==> src/rtl/axi_lite_arbiter.sv <==
// Two-master AXI-lite arbiter: IFU (m0, read-only) and LSU (m1, read/write) share one slave port.
// One transaction at a time, round-robin on contention, grant held from address through response.
//
// state | meaning
// IDLE  | no grant; nothing forwarded, arbitration happens here
// M0_RD | m0 owns AR/R
// M1_RD | m1 owns AR/R
// M1_WR | m1 owns AW/W/B
module axi_lite_arbiter #(
    parameter int ADDR_W = 32,
    parameter int DATA_W = 32
) (
    input  logic                  clk,
    input  logic                  rst,

    input  logic [ADDR_W-1:0]     m0_araddr,
    input  logic                  m0_arvalid,
    output logic                  m0_arready,
    output logic [DATA_W-1:0]     m0_rdata,
    output logic [1:0]            m0_rresp,
    output logic                  m0_rvalid,
    input  logic                  m0_rready,

    input  logic [ADDR_W-1:0]     m1_araddr,
    input  logic                  m1_arvalid,
    output logic                  m1_arready,
    output logic [DATA_W-1:0]     m1_rdata,
    output logic [1:0]            m1_rresp,
    output logic                  m1_rvalid,
    input  logic                  m1_rready,
    input  logic [ADDR_W-1:0]     m1_awaddr,
    input  logic                  m1_awvalid,
    output logic                  m1_awready,
    input  logic [DATA_W-1:0]     m1_wdata,
    input  logic [DATA_W/8-1:0]   m1_wstrb,
    input  logic                  m1_wvalid,
    output logic                  m1_wready,
    output logic [1:0]            m1_bresp,
    output logic                  m1_bvalid,
    input  logic                  m1_bready,

    output logic [ADDR_W-1:0]     s_araddr,
    output logic                  s_arvalid,
    input  logic                  s_arready,
    input  logic [DATA_W-1:0]     s_rdata,
    input  logic [1:0]            s_rresp,
    input  logic                  s_rvalid,
    output logic                  s_rready,
    output logic [ADDR_W-1:0]     s_awaddr,
    output logic                  s_awvalid,
    input  logic                  s_awready,
    output logic [DATA_W-1:0]     s_wdata,
    output logic [DATA_W/8-1:0]   s_wstrb,
    output logic                  s_wvalid,
    input  logic                  s_wready,
    input  logic [1:0]            s_bresp,
    input  logic                  s_bvalid,
    output logic                  s_bready
);

    typedef enum logic [1:0] {
        IDLE  = 2'd0,
        M0_RD = 2'd1,
        M1_RD = 2'd2,
        M1_WR = 2'd3
    } state_t;

    state_t state, state_nxt;
    logic   last_grant, last_grant_nxt;
    logic   ar_done, aw_done, w_done;
    logic   ar_hs, aw_hs, w_hs;

    logic req0, req1w, req1r, m1_turn;

    assign req0    = m0_arvalid;
    assign req1w   = m1_awvalid & m1_wvalid;
    assign req1r   = m1_arvalid & ~req1w;
    // m1 loses only when m0 is also asking and m1 had the previous grant
    assign m1_turn = ~(req0 & last_grant);

    always_comb begin
        state_nxt      = state;
        last_grant_nxt = last_grant;
        ar_hs          = 1'b0;
        aw_hs          = 1'b0;
        w_hs           = 1'b0;

        m0_arready = 1'b0;
        m0_rdata   = '0;
        m0_rresp   = 2'b00;
        m0_rvalid  = 1'b0;
        m1_arready = 1'b0;
        m1_rdata   = '0;
        m1_rresp   = 2'b00;
        m1_rvalid  = 1'b0;
        m1_awready = 1'b0;
        m1_wready  = 1'b0;
        m1_bresp   = 2'b00;
        m1_bvalid  = 1'b0;

        s_araddr   = '0;
        s_arvalid  = 1'b0;
        s_rready   = 1'b0;
        s_awaddr   = '0;
        s_awvalid  = 1'b0;
        s_wdata    = '0;
        s_wstrb    = '0;
        s_wvalid   = 1'b0;
        s_bready   = 1'b0;

        case (state)
            IDLE: begin
                if (req1w && m1_turn) begin
                    state_nxt      = M1_WR;
                    last_grant_nxt = 1'b1;
                end else if (req1r && m1_turn) begin
                    state_nxt      = M1_RD;
                    last_grant_nxt = 1'b1;
                end else if (req0) begin
                    state_nxt      = M0_RD;
                    last_grant_nxt = 1'b0;
                end
            end

            M0_RD: begin
                s_araddr   = m0_araddr;
                s_arvalid  = m0_arvalid & ~ar_done;
                m0_arready = s_arready & ~ar_done;
                ar_hs      = m0_arvalid & s_arready & ~ar_done;
                m0_rdata   = s_rdata;
                m0_rresp   = s_rresp;
                m0_rvalid  = s_rvalid;
                s_rready   = m0_rready;
                if (s_rvalid && m0_rready) begin
                    state_nxt = IDLE;
                end
            end

            M1_RD: begin
                s_araddr   = m1_araddr;
                s_arvalid  = m1_arvalid & ~ar_done;
                m1_arready = s_arready & ~ar_done;
                ar_hs      = m1_arvalid & s_arready & ~ar_done;
                m1_rdata   = s_rdata;
                m1_rresp   = s_rresp;
                m1_rvalid  = s_rvalid;
                s_rready   = m1_rready;
                if (s_rvalid && m1_rready) begin
                    state_nxt = IDLE;
                end
            end

            M1_WR: begin
                // AW and W complete independently, in either order or together
                s_awaddr   = m1_awaddr;
                s_awvalid  = m1_awvalid & ~aw_done;
                m1_awready = s_awready & ~aw_done;
                aw_hs      = m1_awvalid & s_awready & ~aw_done;
                s_wdata    = m1_wdata;
                s_wstrb    = m1_wstrb;
                s_wvalid   = m1_wvalid & ~w_done;
                m1_wready  = s_wready & ~w_done;
                w_hs       = m1_wvalid & s_wready & ~w_done;
                m1_bresp   = s_bresp;
                m1_bvalid  = s_bvalid;
                s_bready   = m1_bready;
                if (s_bvalid && m1_bready) begin
                    state_nxt = IDLE;
                end
            end

            default: begin
                state_nxt = IDLE;
            end
        endcase
    end

    always_ff @(posedge clk or posedge rst) begin
        if (rst) begin
            state      <= IDLE;
            last_grant <= 1'b0;
            ar_done    <= 1'b0;
            aw_done    <= 1'b0;
            w_done     <= 1'b0;
        end else begin
            state      <= state_nxt;
            last_grant <= last_grant_nxt;
            if (state_nxt == IDLE) begin
                ar_done <= 1'b0;
                aw_done <= 1'b0;
                w_done  <= 1'b0;
            end else begin
                ar_done <= ar_done | ar_hs;
                aw_done <= aw_done | aw_hs;
                w_done  <= w_done | w_hs;
            end
        end
    end

endmodule

==> config.mk <==
export PLATFORM = sky130hd
export DESIGN_NAME = axi_lite_arbiter
export DESIGN_NICKNAME = d
export VERILOG_FILES = /design/src/rtl/axi_lite_arbiter.sv
export SDC_FILE = /design/constraint.sdc
export NUM_CORES = 1
export LEC_CHECK = 0
export BUFFER_PORTS_ARGS = -buffer_cell sky130_fd_sc_hd__buf_2
export CAP_MARGIN = 20
export CORE_AREA = 3 3 142 144
export DETAILED_ROUTE_END_ITERATION = 7
export DIE_AREA = 0 0 145 147
export PLACE_DENSITY_LB_ADDON = 0.12
export SYNTH_ARGS = -nofsm -noshare
export SYNTH_HDL_FRONTEND = slang
export SYNTH_SLANG_ARGS = --single-unit
==> constraint.sdc <==
create_clock -name clk -period 1.9 [get_ports clk]
set_input_delay 0.38 -clock clk [delete_from_list [all_inputs] [get_ports clk]]
set_output_delay 0.38 -clock clk [all_outputs]
set_load 0.05 [all_outputs]
==> results.ini <==
[outcome]
outcome = finished with violations
violations = negative setup slack

[worst_setup_path]
cp_data_required_time_ns = 1.52
cp_data_arrival_time_ns = 1.59
crit_path_top_delay_cell = dfrtp_2
critPathKind = reg2out
critical_path.startpoint = state[1]$_DFF_PP0_
cp-start-kind = register
crit_path_end_kind = primary output
endpoint = s_araddr[4]
cp_num_buf_inv = 3
critPathMaxStageDelay_ns = 0.44
cp_top_family = buffers and inverters
r2r-start = state[1]$_DFF_PP0_
crit_fanout = 19
reg2reg_to = aw_done$_DFF_PP0_
path_cells = buf_6 -> ha_4 -> buf_12 -> a22oi_2 -> nor2b_4 -> buf_8
rrSetupSlack_ns = 0.07
rr_worst_depth = 6
crit_cells = 6

[grt]
grt_overflow_total = 0
grt_pass1_wl_um = 20470
antenna_found_initial = 0
grt_max_degree = 37
grt_pass1_vias = 3754
grt_use_total = 0.1160

[yosys]
synth-adder-area-share = 0.04414
synth_cell_type_count = 26
synth_area_per_cell_um2 = 6.963
synth_compound_area_frac = 0.2074
syn_area_um2 = 1984
synthSimpleGateAreaFrac = 0.6059
synth_top_family_by_area = simple AND/OR/NAND/NOR gates
synth.net_count = 474
yosysSeqAreaShare = 0.07566
yosys_warnings = 0
synth_mux_area_frac = 0.005044
ys_seq_elements = 6
synth-xor-area-share = 0
syn_inst = 285

[drt]
vias = 3476
drt_iter0_markers = 35
final_antenna_net_count = 0
drc = 0
wirelength_um = 14160
dr.pass1.iters = 4
wl_per_cell_um = 15.58
vias_per_cell = 3.824

[sta]
fin_skew_ns = 0.002469
slew_viol_final = 0
setup_viol = 116
timing.fmax_mhz = 508.5
holdWs_ns = 0.07236
finalSetupTns_ns = -5.302
timing.final.crit_share = 1.035
slew_headroom = 0.7402
fin_ws_ns = -0.06648
finalHoldViolations = 0
rsz0062_at_grt = true
worst_pin_slew_ns = 0.3856
fin_crit_ns = 1.966

[cts]
cts_buffers = 3
clk_latency_ns = 0.23
cts_root_buffer = clkbuf_16
cts_hold_buffers = 0
clk_pin_slew_ns = 0.04
cts_tree = yes
clockBufferDepth = 2
clock-sinks = 6
htree_levels = 1

[min_path]
holdCritPathClass = in2async

[finish]
fin_area_um2 = 6376
drive_gt1_frac = 0.8659
diodes = 0
areaGrowthSynthToFinish_pct = 221.3
fin_nets = 840
stdcell_count = 909
final_util = 0.3386

[power_and_ir_drop]
p_leak_nw = 3.098
power_density_nw_per_um2 = 1489
total_power_mw = 9.492
peakVddDrop_mv = 0.5656

[place]
numPortBuffers = 363
dp_hpwl_um = 10680
gp_congestion = 0.7759
dp.cells = 897
preCtsSetupSlack_ns = -0.01908
placed_area_um2 = 4788

[die]
dieArea_um2 = 21320
fp.coreArea_um2 = 18830
initial_core_util = 0.1054
die_h_um = 147
rows = 50
die_x_um = 145
boundaryPins = 364

[job]
cap_violations = 0

-- routing by layer --
metal,vias to the layer above,share of wire,GRT usage,wire [µm]
met2,215,0.58,0.2479,8236
met3,6,0.076,0.02375,1081
met5,-,0,0,0
li1,1664,-,-,-
met1,1591,0.34,0.1158,4751
met4,0,0.0064,0.01615,90
-- area by class of cell --
type	instances	area (µm²)
clock buffer	3	75.07
fill	1914	12450
inverter	4	17.52
multi-input combinational	248	2354
sequential	6	151.4
tap	260	325.3
timing repair buffer	388	3453
-- power breakdown --
| part | switching, mW | leakage [nW] | total (mW) | internal [mW] |
|---|---|---|---|---|
| logic | 5.07 | 2.98 | 8.94 | 3.87 |
| clock network | 0.0721 | 0.0370 | 0.342 | 0.270 |
| registers | 0.0441 | 0.0765 | 0.214 | 0.170 |
| total | 5.19 | 3.10 | 9.49 | 4.31 |
-- cell usage after synthesis --
cell type  instances  area share
nor3_1             1      0.0025
buf_2              2      0.0050
o21a_1             3       0.011
and2_1           143        0.45
and3b_1            6       0.026
o21ai_0            1      0.0025
inv_1              4      0.0076
a22oi_1           33        0.12
nand2_1            3      0.0057
nor2b_1           34        0.11
nor3b_1            1      0.0038
a21oi_1            2      0.0050
o311ai_2           2       0.016
and3_1             3      0.0095
dfrtp_1            6       0.076
buf_1              2      0.0038
a21boi_4           1      0.0095
a2111oi_4          1       0.014
buf_4              1      0.0038
clkbuf_1          22       0.042
a31oi_1            1      0.0032
mux2i_1            1      0.0050
a21o_1             2      0.0076
a21boi_2           1      0.0057
a21boi_0           2      0.0076
ha_1               7       0.044
-- flip-flops by register name, indices dropped and copies added, names as in the netlist --
| name | cells |
|---|---|
| ar_done | 1 |
| w_done | 1 |
| last_grant | 1 |
| aw_done | 1 |
| state | 2 |
-- worst min path at each step --
stage | startpoint | to | depth (start not counted)
after global routing | rst | w_done$_DFF_PP0_ | 2
after detailed placement | rst | aw_done$_DFF_PP0_ | 2
after global placement | rst | ar_done$_DFF_PP0_ | 2
final | rst | state[0]$_DFF_PP0_ | 2
after floorplan | rst | ar_done$_DFF_PP0_ | 1
after CTS | rst | ar_done$_DFF_PP0_ | 2
-- placed cells by master (no fill, tap or decap), types with 3 or more instances in the layout --
cell and count:
and2_2 74, buf_2 181, buf_16 3, buf_6 140, a22oi_2 33, and2_4 14
o21a_1 3, and2_1 55, dfrtp_1 5, nand2_1 3, buf_4 27, buf_8 13
buf_12 22, and3_1 3, and3b_1 5, clkbuf_16 5, ha_4 5, nor2b_4 33
-- worst reg2reg max path, cell delays in order, from the launching register on --
cell and delay, ns:
dfrtp_2 0.44, buf_4 0.18, ha_4 0.23, buf_4 0.16, a2111oi_4 0.39, o311ai_4 0.17
o21a_1 0.14
-- timing repair --
| action | 4_1_cts | 5_1_grt |
|---|---|---|
| setup endpoints to repair | 182 | 175 |
| setup buffers | 2 | 0 |
| gates resized for setup | 367 | 38 |
| pin swaps | 1 | 1 |
| cloned | 3 | 4 |
-- cells by family after synthesis --
group,Yosys count
flops,6
buf+inv,31
mux,1
compound gates,49
simple gates,191
fa+ha+maj,7
Power figures use the tool's default switching activity.
